===== config.mk =====
export PLATFORM = sky130hd
export DESIGN_NAME = fifo_out_ctrl
export DESIGN_NICKNAME = d
export VERILOG_FILES = /design/src/rtl/fifo_out_pkg.sv /design/src/rtl/fifo_out_ptr.sv /design/src/rtl/fifo_out_ctrl.sv
export SDC_FILE = /design/constraint.sdc
export NUM_CORES = 1
export LEC_CHECK = 0
export BUFFER_PORTS_ARGS = -buffer_cell sky130_fd_sc_hd__buf_2
export CAP_MARGIN = 20
export CORE_MARGIN = 10
export CORE_UTILIZATION = 52
export CTS_CLUSTER_DIAMETER = 200
export DETAILED_ROUTE_END_ITERATION = 12
export GPL_TIMING_DRIVEN = 1
export HOLD_SLACK_MARGIN = 0.03
export PLACE_DENSITY = 0.85
export SYNTH_ARGS = -nofsm -noshare
export SYNTH_HDL_FRONTEND = slang
export SYNTH_SLANG_ARGS = --single-unit

===== constraint.sdc =====
create_clock -name clk -period 3.2 [get_ports clk]
set_input_delay 0.48 -clock clk [delete_from_list [all_inputs] [get_ports clk]]
set_output_delay 0.48 -clock clk [all_outputs]
set_load 0.05 [all_outputs]

===== src/rtl/fifo_out_pkg.sv =====
// fifo_out_pkg: shared constants and state encoding for the output FIFO controller.
//   AW       address width of the 32-entry output FIFO (matches the 5-to-32 write decoder)
//   DEPTH    entry count, always 2**AW
//   CW       occupancy counter width (must hold 0..DEPTH inclusive)
//   state_e  record of the operation performed at the last clock edge
package fifo_out_pkg;

  localparam int unsigned AW    = 5;
  localparam int unsigned DEPTH = 2 ** AW;
  localparam int unsigned CW    = AW + 1;

  typedef enum logic [2:0] {
    StInit    = 3'd0,
    StNoOp    = 3'd1,
    StWrite   = 3'd2,
    StRead    = 3'd3,
    StWrRd    = 3'd4,
    StWrError = 3'd5,
    StRdError = 3'd6
  } state_e;

endpackage


===== src/rtl/fifo_out_ptr.sv =====
// fifo_out_ptr: AW-bit wrapping pointer register, used for both head and tail.
//   clk      system clock, rising edge
//   reset_n  asynchronous active-low clear (pointer returns to 0)
//   inc      advance the pointer by one at the next edge; wraps DEPTH-1 -> 0
//   ptr      current pointer value
module fifo_out_ptr
  import fifo_out_pkg::*;
(
  input  logic          clk,
  input  logic          reset_n,
  input  logic          inc,
  output logic [AW-1:0] ptr
);

  localparam logic [AW-1:0] PtrOne = 1;

  logic [AW-1:0] ptr_q;

  // Natural AW-bit overflow gives the 31 -> 0 wrap.
  always_ff @(posedge clk or negedge reset_n) begin
    if (!reset_n) begin
      ptr_q <= '0;
    end else if (inc) begin
      ptr_q <= ptr_q + PtrOne;
    end
  end

  assign ptr = ptr_q;

endmodule


===== src/rtl/fifo_out_ctrl.sv =====
// fifo_out_ctrl: pointer/status controller for the 32-entry factorial output FIFO.
//   clk, reset_n        clock (rising edge) and asynchronous active-low reset
//   wr_en, rd_en        write request (datapath) and read request (consumer)
//   wr_addr, we         tail pointer and qualified write enable for the write decoder
//   rd_addr, re         head pointer for the read mux and qualified pop strobe
//   data_count          occupancy 0..32; full/empty derived from it
//   wr_ack/wr_err       registered result of the previous cycle's write request
//   rd_ack/rd_err       registered result of the previous cycle's read request
// Build option: define FIFO_OUT_SIMUL_RW_EN to allow a write and a read in the same
// cycle. Without it, simultaneous requests are both ignored and the requester serializes.
module fifo_out_ctrl
  import fifo_out_pkg::*;
(
  input  logic          clk,
  input  logic          reset_n,
  input  logic          wr_en,
  input  logic          rd_en,
  output logic [AW-1:0] wr_addr,
  output logic          we,
  output logic [AW-1:0] rd_addr,
  output logic          re,
  output logic [CW-1:0] data_count,
  output logic          full,
  output logic          empty,
  output logic          wr_ack,
  output logic          wr_err,
  output logic          rd_ack,
  output logic          rd_err
);

  localparam logic [CW-1:0] CountFull = CW'(DEPTH);
  localparam logic [CW-1:0] CountOne  = 1;

  logic [CW-1:0] count_q, count_d;
  state_e        state_q, state_d;
  logic          rd_err_q, rd_err_d;
  logic          we_int, re_int;

  assign full  = (count_q == CountFull);
  assign empty = (count_q == '0);

  // Request qualification from registered status only, so we/re are valid in the
  // same cycle as the request.
  always_comb begin
    we_int = 1'b0;
    re_int = 1'b0;
`ifdef FIFO_OUT_SIMUL_RW_EN
    // When full, a concurrent read frees the slot the write lands in.
    we_int = wr_en & (~full | rd_en);
    re_int = rd_en & ~empty;
`else
    we_int = wr_en & ~rd_en & ~full;
    re_int = rd_en & ~wr_en & ~empty;
`endif
  end

  // Gate with reset so an in-flight write is never seen by the decoder during reset.
  assign we = we_int & reset_n;
  assign re = re_int & reset_n;

  always_comb begin
    count_d = count_q;
    case ({we_int, re_int})
      2'b10:   count_d = count_q + CountOne;
      2'b01:   count_d = count_q - CountOne;
      default: count_d = count_q;
    endcase
  end

  always_comb begin
    state_d  = StNoOp;
    rd_err_d = 1'b0;
    if (wr_en && rd_en) begin
`ifdef FIFO_OUT_SIMUL_RW_EN
      // Empty: only the write can proceed, the read side still reports an error.
      state_d  = empty ? StWrite : StWrRd;
      rd_err_d = empty;
`else
      state_d  = StNoOp;
`endif
    end else if (wr_en) begin
      state_d = full ? StWrError : StWrite;
    end else if (rd_en) begin
      state_d  = empty ? StRdError : StRead;
      rd_err_d = empty;
    end
  end

  always_ff @(posedge clk or negedge reset_n) begin
    if (!reset_n) begin
      count_q  <= '0;
      state_q  <= StInit;
      rd_err_q <= 1'b0;
    end else begin
      count_q  <= count_d;
      state_q  <= state_d;
      rd_err_q <= rd_err_d;
    end
  end

  // Write/read acks and the write error fall straight out of the recorded operation.
  // rd_err needs its own bit: a simultaneous request on an empty FIFO records StWrite
  // yet must still flag the rejected read.
  assign wr_ack     = (state_q == StWrite) || (state_q == StWrRd);
  assign wr_err     = (state_q == StWrError);
  assign rd_ack     = (state_q == StRead) || (state_q == StWrRd);
  assign rd_err     = rd_err_q;
  assign data_count = count_q;

  fifo_out_ptr u_tail (
    .clk     (clk),
    .reset_n (reset_n),
    .inc     (we_int),
    .ptr     (wr_addr)
  );

  fifo_out_ptr u_head (
    .clk     (clk),
    .reset_n (reset_n),
    .inc     (re_int),
    .ptr     (rd_addr)
  );

endmodule


==> results, run 1 <==
- After clock tree synthesis, the flow added hold-fix buffers numbering 0.
- The count of distinct cell types in the synthesized netlist is 41.
- For this run, asynchronously set or reset flops after synthesis account for 100.0%.
- For the finished layout, the period the worst path requires is 2810 ps.
- After detailed routing, the number of remaining DRC violations is 0.
- The antenna diode instance count is 0.
- During synthesis, Yosys emitted a total of 0 warnings.
- The tightest slew margin relative to the limit is 68.67%.
- The final wirelength is 2474 µm.
- In the final layout, flip-flops and latches occupy 500.5 µm².
- The tree built by TritonCTS fans out to 20 sinks.
- The initial antenna violation count came to 0.
- When the netlist entered floorplanning its net count stood at 122.
- Measured in cells, the most critical reg-to-reg path has a length of 10.
- The category of the critical setup timing path is reg2reg.
- The utilization of the core after routing is 61.56%.
- The worst-case IR drop observed on VDD is 744.7 µV.
- The total leakage power is 0.0006213 µW.
- The upper clock frequency limit is 355.9 MHz.
- For the worst-skew pair, the clock arrives at the later sink with an insertion delay of 300 ps.
- The number of buffers inserted during clock tree synthesis is 3.
- The global placement routability congestion is 0.8198.
- The number of enable-type register cells in the synthesized netlist is 0.
- The path class of the tightest hold or removal check is in2async.
- The remaining number of nets flagged by the antenna check after routing is 0.
- Setup total negative slack on the finished layout was measured at 0 ps.
- Setup repair after global routing left no endpoint under its margin.
- The clock arrives with 1.890 ps of skew.
- The share of the synthesized area in the top cell type is 41.88%.
- The via count of the first global-routing pass is 897.
- The worst-margin pin slew is 469.9 ps.
- The area enclosed by the die boundary is 4615 µm².
- In this run, the number of DRC markers left after iteration 0 of detailed routing was 24.
- The worst setup slack before clock tree synthesis is 419.2 ps.
- The number of filler instances in the final layout is 193.
- The synthesis-to-finish area growth is 12.88%.
- In the routed layout, each cell is associated on average with a via count of 5.434.
- The fraction of layout instances using a drive strength above 1 is 30.43%.
- In the synthesized netlist, the cells that appear most often are dfrtp_1, nand2_1, nor2_1, xnor2_1, xor2_1.
- The total overflow reported by the global router is 0.
- The biggest fanout along the worst timing path is 12.
- The global-route wire length before repair is 4064 µm.
- The overall via count from detail_route is 902.
- CTS placed an instance of clkbuf_4 at the clock tree root.
- The starting utilization of the core area is 54.54%.
- A synthesized cell averages 10.57 µm².
- The critical register-to-register path startpoint is data_count[2].
- The half-perimeter wire length after detailed placement is 1953 µm.
- The number of post-CTS setup repair buffers is 0.
- The number of I/O port buffers is 27.
- Sequential cells were found to cover 41.88% of the synthesized design area.
- The final number of hold-violating endpoints came to 0.
- The post-synthesis cell count is 113.
- After floorplanning, the core was divided into 17 placement rows.
- In the final routed layout, each cell accounts on average for 14.90 µm.
- In this run the critical register-to-register path is captured at data_count[4].
- Once the clock tree was built, the resizer swapped 0 gates to a different size.
- After clock tree synthesis, the clock-pin slew on the worst setup and hold paths is 100 ps.
- STA classifies the critical path endpoint as a flip-flop.
- Dividing the final minimum period by the clock period gives 87.81%.
- STA classifies the critical path startpoint as a flip-flop.
- The area of the multi-input gates is 619.3 µm².
- The number of buffers on the longest clock path is 2.
- In this run the cell area of the synthesized design comes to 1195 µm².
- TritonCTS built the clock tree.
- The first TritonRoute pass finished after 4 iterations.
- The synthesized design contains 20 register bits.
- Entering global routing, the biggest net connects 23 pins.
- The setup slack of the critical path after layout is 390.2 ps.
- Summing all placed instances gives a cell area of 1313 µm².
- The worst register-to-register path has a setup slack of 390 ps.
- dfrtp_1 is the most common cell in the netlist.
- The area of all placed cells without fillers is 1349 µm².
- For this run, the leading register cell type out of synthesis is dfrtp_1.
- The max-slew violation count is 0.
- The number of top-level pins is 28.
- The total power consumption of the routed design is 1479 µW.
- Setup violations remaining at the end of the flow were counted as 0.
- The max-cap check violation count is 0.
- For the worst setup path, the data required time is 3430 ps.
- In the post-synthesis netlist, the biggest area contributors are dfrtp_1, xnor2_1, ha_1, xor2_1, a31oi_4.
- The total routing resource utilization after global routing is 11.22%.
- At the worst endpoint, the arrival time is 3040 ps.
- The width of the chip is 67.94 µm.
- CTS built an H-tree with a depth of 1.
- The core region is 2191 µm².
- For this design the ratio of total power to cell area is 1097 nW/µm².
- The die height is 67.94 µm.
- The number of nets in the layout is 148.
- The run finished with clean final reports.
- Summed over all instances, the cell type with the most area after synthesis is dfrtp_1.
==> cell families (layout without fill, tap and decap cells) <==
| group | count (synthesis) | count (layout) | synth area share (%) |
|---|---|---|---|
| AO/OA/AOI/OAI | 18 | 18 | 13.40 |
| XOR/XNOR | 15 | 15 | 11.00 |
| adder cells (fa/ha/maj) | 5 | 5 | 5.236 |
| buffers and inverters | 11 | 36 | 6.282 |
| flip-flops | 20 | 20 | 41.88 |
| multiplexers | 4 | 4 | 3.665 |
| AND/OR/NAND/NOR | 40 | 40 | 18.54 |
==> sequential cells by signal (all words and copies together), names as in the netlist <==
register	count
rd_err	1
data_count	6
state_q	3
u_tail.ptr	5
u_head.ptr	5
==> layout make-up <==
class	instances	share of cell area, %
well taps	28	2.597
clock buffers	4	2.690
repair buffers	28	10.58
inverters	4	1.113
flip-flops and latches	20	37.11
multi-input cells	82	45.92
==> placed cells by master (no fill, tap or decap), types with 2 or more instances in the layout <==
cell type,count
o21bai_1,2
xnor2_1,8
clkbuf_4,3
inv_1,3
and2_1,2
a31oi_4,2
buf_2,27
nand3_1,2
nor3_2,2
ha_1,5
mux2_1,2
nand4_1,6
xor2_1,7
nand2b_1,2
nor2_1,8
a21oi_1,3
nand2_1,11
dfrtp_1,20
a31oi_1,2
==> per-stage QoR <==
stage,cells,hold slack [ps]
after global routing,166,129.2
after CTS,166,114.2
after floorplan,113,184.4
after detailed placement,162,458.4
final,166,115.1
after global placement,162,448.1
==> critical path, cell delays in order, from the launching register on <==
cell	delay [ps]
dfrtp_1	560
nor3_4	410
a31oi_4	210
inv_2	120
ha_1	210
xor2_1	170
ha_1	260
a21o_1	140
a21oi_1	80
a2111oi_2	410
xor2_1	170
==> power by group <==
part | internal (µW) | switching [µW]
Sequential | 354 | 180
Clock | 69.4 | 73.2
Combinational | 228 | 574
Total | 652 | 828
==> how the worst max path moves through the flow <==
stage | from | end | slack [ps] | cells past startpoint
4_1_cts | data_count[2] | data_count[4] | 380 | 10
6_report | data_count[2] | data_count[4] | 390 | 10
3_3_place_gp | data_count[2] | data_count[4] | 630 | 10
5_1_grt | data_count[2] | data_count[4] | 180 | 10
3_5_place_dp | data_count[2] | data_count[4] | 420 | 10
2_1_floorplan | data_count[1] | data_count[4] | 170 | 12
==> metal layers <==
metal  part of all wire (%)  track usage, %  routed length, µm
met1                     41           12.07               1015
met2                     49           20.12               1222
met3                    8.2           2.936                202
met4                    1.4           5.025                 34
met5                      0               0                  0
No activity file was read; power rests on OpenSTA's default activity.
==> run 2, diff against run 1 <==
--- a/config.mk
+++ b/config.mk
@@ -13,7 +13,7 @@
 export DETAILED_ROUTE_END_ITERATION = 12
 export GPL_TIMING_DRIVEN = 1
 export HOLD_SLACK_MARGIN = 0.03
-export PLACE_DENSITY = 0.85
+export PLACE_DENSITY = 0.78
 export SYNTH_ARGS = -nofsm -noshare
 export SYNTH_HDL_FRONTEND = slang
 export SYNTH_SLANG_ARGS = --single-unit
==> run 2 against run 1 <==
Net effect: non-clock buffer count is the same; utilization grew 0.74 points; sequential share of layout area shrank 0.44 points; global-route usage shrank 0.15 points; critical path type unchanged; critical endpoint unchanged.
==> results, run 2 (synthesis gave the netlist of run 1 again) <==
- Run status: finished clean (unchanged).
- The average wire length per cell after detail routing came to 14.60 µm (was 14.90 µm).
- The number of hold buffers added after CTS is 0 (unchanged).
- The max-slew violation count is 0 (unchanged).
- The CTS tree is done (unchanged).
- The category of the critical setup timing path is reg2reg (unchanged).
- The worst-margin pin slew is 474.4 ps (was 469.9 ps).
- The TritonCTS sink count is 20 (unchanged).
- The utilization of the core after routing is 62.31% (was 61.56%).
- The critical path's largest stage delay is 570 ps (was 560 ps).
- The power per unit of standard cell area is 1134 nW/µm² (was 1097 nW/µm²).
- The residual DRC count came to 0 (unchanged).
- The number of vias per cell is 5.488 (was 5.434).
- The post-cts sizing count is 0 (unchanged).
- The standard cell core area was 2191 µm² (unchanged).
- The number of flip-flops under the largest register name came to 6 (unchanged).
- The buffer type at the clock tree root is clkbuf_4 (unchanged).
- The most frequent standard cell in the layout excluding fill and tap cells is buf_2 (unchanged).
- The library cell contributing the largest single delay on the critical path is dfrtp_1 (unchanged).
- The via count of the first global-routing pass is 848 (was 897).
- The number of nets in the layout came to 148 (unchanged).
- The starting utilization of the core area is 54.54% (unchanged).
- The total overflow reported by the global router is 0 (unchanged).
- The global-route wire length before repair is 4043 µm (was 4064 µm).
- The number of filler instances in the final layout was 188 (was 193).
- The fraction of layout instances using a drive strength above 1 is 30.43% (unchanged).
- The max-cap check violation count is 0 (unchanged).
- The clock tree skew after final layout is 7.465 ps (was 1.890 ps).
- The reg2reg setup slack is 390 ps (about the same).
- The number of buffers on the longest clock path was 2 (unchanged).
- The number of H-tree branching levels is 1 (unchanged).
- The synthesis-to-finish area growth is 14.24% (was 12.88%).
- The classification of the worst-slack hold path is in2async (unchanged).
- Unrepaired setup endpoints after global routing: no (unchanged).
- The half-perimeter wire length after detailed placement came to 1921 µm (was 1953 µm).
- The cell row count is 17 (unchanged).
- The depth of the worst register-to-register path is 10 (unchanged).
- The number of post-CTS setup repair buffers is 0 (unchanged).
- The data arrival time at the worst-slack endpoint is 3030 ps (was 3040 ps).
- CP Cell Sequence: nor3_4 -> a31oi_4 -> inv_2 -> ha_1 -> xor2_1 -> ha_1 -> a21o_1 -> a21oi_1 -> a2111oi_2 -> xor2_1 (unchanged).
- The fraction of the cycle the final worst path needs is 87.70% (was 87.81%).
- The startpoint class of the critical path is a flip-flop (unchanged).
- The area enclosed by the die boundary is 4615 µm² (unchanged).
- The kind of end point of the critical path is a flip-flop (unchanged).
- The setup-violating endpoint count in the final report is 0 (unchanged).
- The tightest slew margin relative to the limit is 68.37% (was 68.67%).
- The largest net degree at the start of global routing was 23 (unchanged).
- The data required time of the critical path came to 3430 ps (about the same).
- The upper clock frequency limit is 356.3 MHz (was 355.9 MHz).
- The global placement routability congestion is 0.8780 (was 0.8198).
- The total routing resource utilization after global routing came to 11.07% (was 11.22%).
- The final period demand of the worst path is 2806 ps (was 2810 ps).
- The final number of hold-violating endpoints came to 0 (unchanged).
- The antenna diode instance count is 0 (unchanged).
- The remaining number of nets flagged by the antenna check after routing is 0 (unchanged).
- The worst path buffer plus inverter count is 1 (unchanged).
- The violation count after the first detailed-routing iteration is 33 (was 24).
- The total leakage power is 0.0006282 µW (was 0.0006213 µW).
- The number of buffers inserted during clock tree synthesis is 3 (unchanged).
- The family with the most delay on the worst path is compound AO/OA/AOI/OAI gates (unchanged).
- The placed instance count is 162 (unchanged).
- The width of the chip is 67.94 µm (unchanged).
- The die height is 67.94 µm (unchanged).
- The biggest fanout along the worst timing path is 12 (unchanged).
- The overall via count from detail_route was 911 (was 902).
- The sum of negative setup slack came to 0 ps (unchanged).
- The clock latency on the worst-skew pair is 300 ps (about the same).
- The length of the first detailed-routing pass in iterations is 4 (unchanged).
- The worst ir drop on vdd came to 885.7 µV (was 744.7 µV).
- The end of the worst register-to-register path was data_count[4] (unchanged).
- The final wirelength came to 2423 µm (was 2474 µm).
- The initial antenna violation count is 0 (unchanged).
- The clock transition time at the flip-flop clock pins of the worst setup and hold paths is 120 ps (was 100 ps).
- Most used cells in the layout excluding fill and tap cells: buf_2, dfrtp_1, nand2_1 (unchanged).
- The count of non-filler cells in the finished layout is 166 (unchanged).
- The critical register-to-register path startpoint is data_count[2] (unchanged).
- The number of I/O port buffers is 27 (unchanged).
- The number of top-level pins is 28 (unchanged).
-- run 2: worst max-delay path by stage --
stage,from,end,cells past startpoint
after detailed placement,data_count[2],data_count[4],10
final,data_count[2],data_count[4],10
after CTS,data_count[2],data_count[4],10
after floorplan,data_count[1],data_count[4],12
after global placement,data_count[2],data_count[4],10
after global routing,data_count[2],data_count[4],10
-- run 2: layout make-up --
| class | count | area [µm²] | area share [%] |
|---|---|---|---|
| clock inverter | 1 | 30.03 | 2.200 |
| sequential | 20 | 500.5 | 36.66 |
| inverter | 4 | 15.01 | 1.100 |
| multi-input combinational | 82 | 619.3 | 45.37 |
| tap | 28 | 35.03 | 2.566 |
| timing repair buffer | 28 | 142.6 | 10.45 |
| clock buffer | 3 | 22.52 | 1.650 |
-- run 2: metal layers --
layer	global-route usage, %	share of wire, %	wire, µm	vias up
li1	-	-	-	449
met1	13.35	42	1023	431
met2	17.91	48	1165	27
met3	3.426	8.2	198	4
met4	4.523	1.5	36	0
met5	0	0	0	-
-- run 2: report_power, final --
part	leakage [µW]	total (µW)	internal (µW)	switching, µW
logic	0.000362	809	228	580
clock network	0.0000279	205	126	79.0
registers	0.000239	533	354	179
-- run 2: worst register-to-register path, cell delays in order, from the launching register on --
cell       delay (ps)
dfrtp_1           570
nor3_4            410
a31oi_4           210
inv_2             120
ha_1              190
xor2_1            180
ha_1              260
a21o_1            140
a21oi_1            70
a2111oi_2         410
xor2_1            170
-- run 2: per-stage QoR --
stage	hold slack, ps	power (µW)	setup slack [ps]	cell area (µm²)
global placement	451.4	1324	635.1	1313
CTS	121.3	1560	414.6	1365
floorplan	184.4	1199	168.1	1195
global route	127.9	1648	250.0	1365
finish	105.0	1548	393.5	1365
detailed placement	452.4	1355	464.0	1313
==> run 3, diff against run 2 <==
--- a/config.mk
+++ b/config.mk
@@ -14,6 +14,7 @@
 export GPL_TIMING_DRIVEN = 1
 export HOLD_SLACK_MARGIN = 0.03
 export PLACE_DENSITY = 0.78
+export RECOVER_POWER = 50
 export SYNTH_ARGS = -nofsm -noshare
 export SYNTH_HDL_FRONTEND = slang
 export SYNTH_SLANG_ARGS = --single-unit
==> run 3 against run 2 <==
Net effect: via count decreased by 0.22%; cell count unchanged; total power is 1.0% lower; combinational power fell by 2%; routed wire length rose by 0.54%; non-clock buffer count unchanged; register-to-register slack about the same.
==> results, run 3 (synthesis gave the netlist of run 1 again) <==
- The classification of the worst-slack hold path is in2async (unchanged).
- The final period demand of the worst path came to 2807 ps (was 2806 ps).
- The kind of end point of the critical path is a flip-flop (unchanged).
- The global-route wire length before repair is 4043 µm (unchanged).
- Run status: finished clean (unchanged).
- The count of non-filler cells in the finished layout came to 166 (unchanged).
- The final number of hold-violating endpoints is 0 (unchanged).
- The number of buffers on the longest clock path is 2 (unchanged).
- The reg2reg setup slack is 390 ps (about the same).
- The worst-margin pin slew is 1082 ps (was 474.4 ps).
- The met2 demand-to-capacity share in global routing was 17.91% (unchanged).
- The data required time of the critical path came to 3430 ps (about the same).
- The clock latency on the worst-skew pair is 300 ps (about the same).
- The number of vias per cell is 5.476 (was 5.488).
- The TritonCTS sink count is 20 (unchanged).
- The standard cell core area came to 2191 µm² (unchanged).
- The average wire length per cell after detail routing is 14.67 µm (was 14.60 µm).
- The total overflow reported by the global router is 0 (unchanged).
- The tightest slew margin relative to the limit was 27.85% (was 68.37%).
- The number of I/O port buffers is 27 (unchanged).
- The cell row count is 17 (unchanged).
- The starting utilization of the core area was 54.54% (unchanged).
- The remaining number of nets flagged by the antenna check after routing was 0 (unchanged).
- The end of the worst register-to-register path is data_count[4] (unchanged).
- The met1 demand-to-capacity share in global routing is 13.35% (unchanged).
- The number of nets in the layout is 148 (unchanged).
- The sum of negative setup slack was 0 ps (unchanged).
- The setup-violating endpoint count in the final report is 0 (unchanged).
- The worst ir drop on vdd was 874.1 µV (was 885.7 µV).
- The synthesis-to-finish area growth is 12.98% (was 14.24%).
- The CTS tree is done (unchanged).
- The part of the power in registers is 35.0% (was 34.5%).
- The length of the first detailed-routing pass in iterations is 4 (unchanged).
- The biggest fanout along the worst timing path is 12 (unchanged).
- The switching part of the total power was 54.94% (was 54.21%).
- The buffer type at the clock tree root is clkbuf_4 (unchanged).
- The data arrival time at the worst-slack endpoint came to 3030 ps (about the same).
- The power per unit of standard cell area is 1134 nW/µm² (about the same).
- The total leakage power is 0.0005907 µW (was 0.0006282 µW).
- The width of the chip is 67.94 µm (unchanged).
- The area of the multi-input gates is 619.3 µm² (unchanged).
- The number of top-level pins came to 28 (unchanged).
- The largest net degree at the start of global routing was 23 (unchanged).
- The final wirelength was 2436 µm (was 2423 µm).
- The violation count after the first detailed-routing iteration was 44 (was 33).
- The upper clock frequency limit came to 356.3 MHz (about the same).
- The number of flip-flops under the largest register name is 6 (unchanged).
- The die height was 67.94 µm (unchanged).
- The most used routing layer is met2 (unchanged).
- The max-cap check violation count was 0 (unchanged).
- The storage element area came to 500.5 µm² (unchanged).
- The global routing usage on met3 was 3.426% (unchanged).
- The category of the critical setup timing path is reg2reg (unchanged).
- The startpoint class of the critical path is a flip-flop (unchanged).
- The clock tree skew after final layout came to 7.505 ps (was 7.465 ps).
- The number of buffers inserted during clock tree synthesis is 3 (unchanged).
- The via count of the first global-routing pass is 848 (unchanged).
- The share of total power in the clock network is 13.4% (was 13.3%).
- The global placement routability congestion is 0.8780 (unchanged).
- The depth of the worst register-to-register path came to 10 (unchanged).
- The initial antenna violation count was 0 (unchanged).
- The max-slew violation count is 0 (unchanged).
- The placed instance count is 162 (unchanged).
- The overall via count from detail_route is 909 (was 911).
- The power dissipated by switching net loads is 841.3 µW (was 838.9 µW).
- The number of hold buffers added after CTS is 0 (unchanged).
- The critical register-to-register path startpoint is data_count[2] (unchanged).
- The number of filler instances in the final layout is 194 (was 188).
- The clock transition time at the flip-flop clock pins of the worst setup and hold paths was 120 ps (about the same).
- The half-perimeter wire length after detailed placement is 1921 µm (unchanged).
- The antenna diode instance count is 0 (unchanged).
- The fraction of the cycle the final worst path needs was 87.70% (about the same).
- The post-cts sizing count is 0 (unchanged).
- The total internal power is 690.1 µW (was 708.7 µW).
- The number of post-CTS setup repair buffers is 0 (unchanged).
- The residual DRC count is 0 (unchanged).
- The fraction of layout instances using a drive strength above 1 is 21.74% (was 30.43%).
- The number of H-tree branching levels is 1 (unchanged).
- Most used cells in the layout excluding fill and tap cells: dfrtp_1, buf_2, clkbuf_1 (was buf_2, dfrtp_1, nand2_1).
- Unrepaired setup endpoints after global routing: no (unchanged).
- The area enclosed by the die boundary came to 4615 µm² (unchanged).
- The most frequent standard cell in the layout excluding fill and tap cells is dfrtp_1 (was buf_2).
- The total routing resource utilization after global routing is 11.07% (unchanged).
- The combinational cell fraction of total power is 51.6% (was 52.3%).
run 3: metal layers:
layer	routed length, µm	part of all wire (%)	up-vias
met3	201	8.3	4
li1	-	-	448
met4	36	1.5	0
met2	1167	48	27
met1	1030	42	430
met5	0	0	-
run 3: layout make-up:
type,count,share of cell area (%)
Timing Repair Buffer,28,9.453
Multi-Input combinational cell,82,45.88
Clock buffer,3,1.668
Sequential cell,20,37.07
Tap cell,28,2.595
Clock inverter,1,2.224
Inverter,4,1.112
run 3: worst max-delay path by stage:
stage | start | end | slack (ps)
2_1_floorplan | data_count[1] | data_count[4] | 170
3_5_place_dp | data_count[2] | data_count[4] | 460
3_3_place_gp | data_count[2] | data_count[4] | 640
6_report | data_count[2] | data_count[4] | 390
4_1_cts | data_count[2] | data_count[4] | 410
5_1_grt | data_count[2] | data_count[4] | 250
run 3: per-stage QoR:
stage,power (µW),area (µm²),hold slack (ps),utilization (%),worst slack (ps)
after floorplan,1199,1195,184.4,-,168.1
after global placement,1324,1313,451.4,59.91,635.1
after detailed placement,1355,1313,452.4,59.91,464.0
after CTS,1560,1365,121.3,62.31,414.6
after global routing,1631,1350,415.3,61.62,250.0
final,1531,1350,342.5,61.62,393.5
run 3: critical path, cell delays in order, from the launching register on:
cell,delay (ps)
dfrtp_1,570
nor3_4,410
a31oi_4,200
inv_2,120
ha_1,190
xor2_1,180
ha_1,260
a21o_1,140
a21oi_1,70
a2111oi_2,410
xor2_1,170
run 3: power by group through the flow:
stage | combinational (µW) | clock, µW | sequential, µW
after floorplan | 389 | 0 | 810
after global placement | 798 | 0 | 526
after detailed placement | 818 | 0 | 537
after CTS | 820 | 208 | 532
after global routing | 849 | 219 | 563
final | 790 | 205 | 536
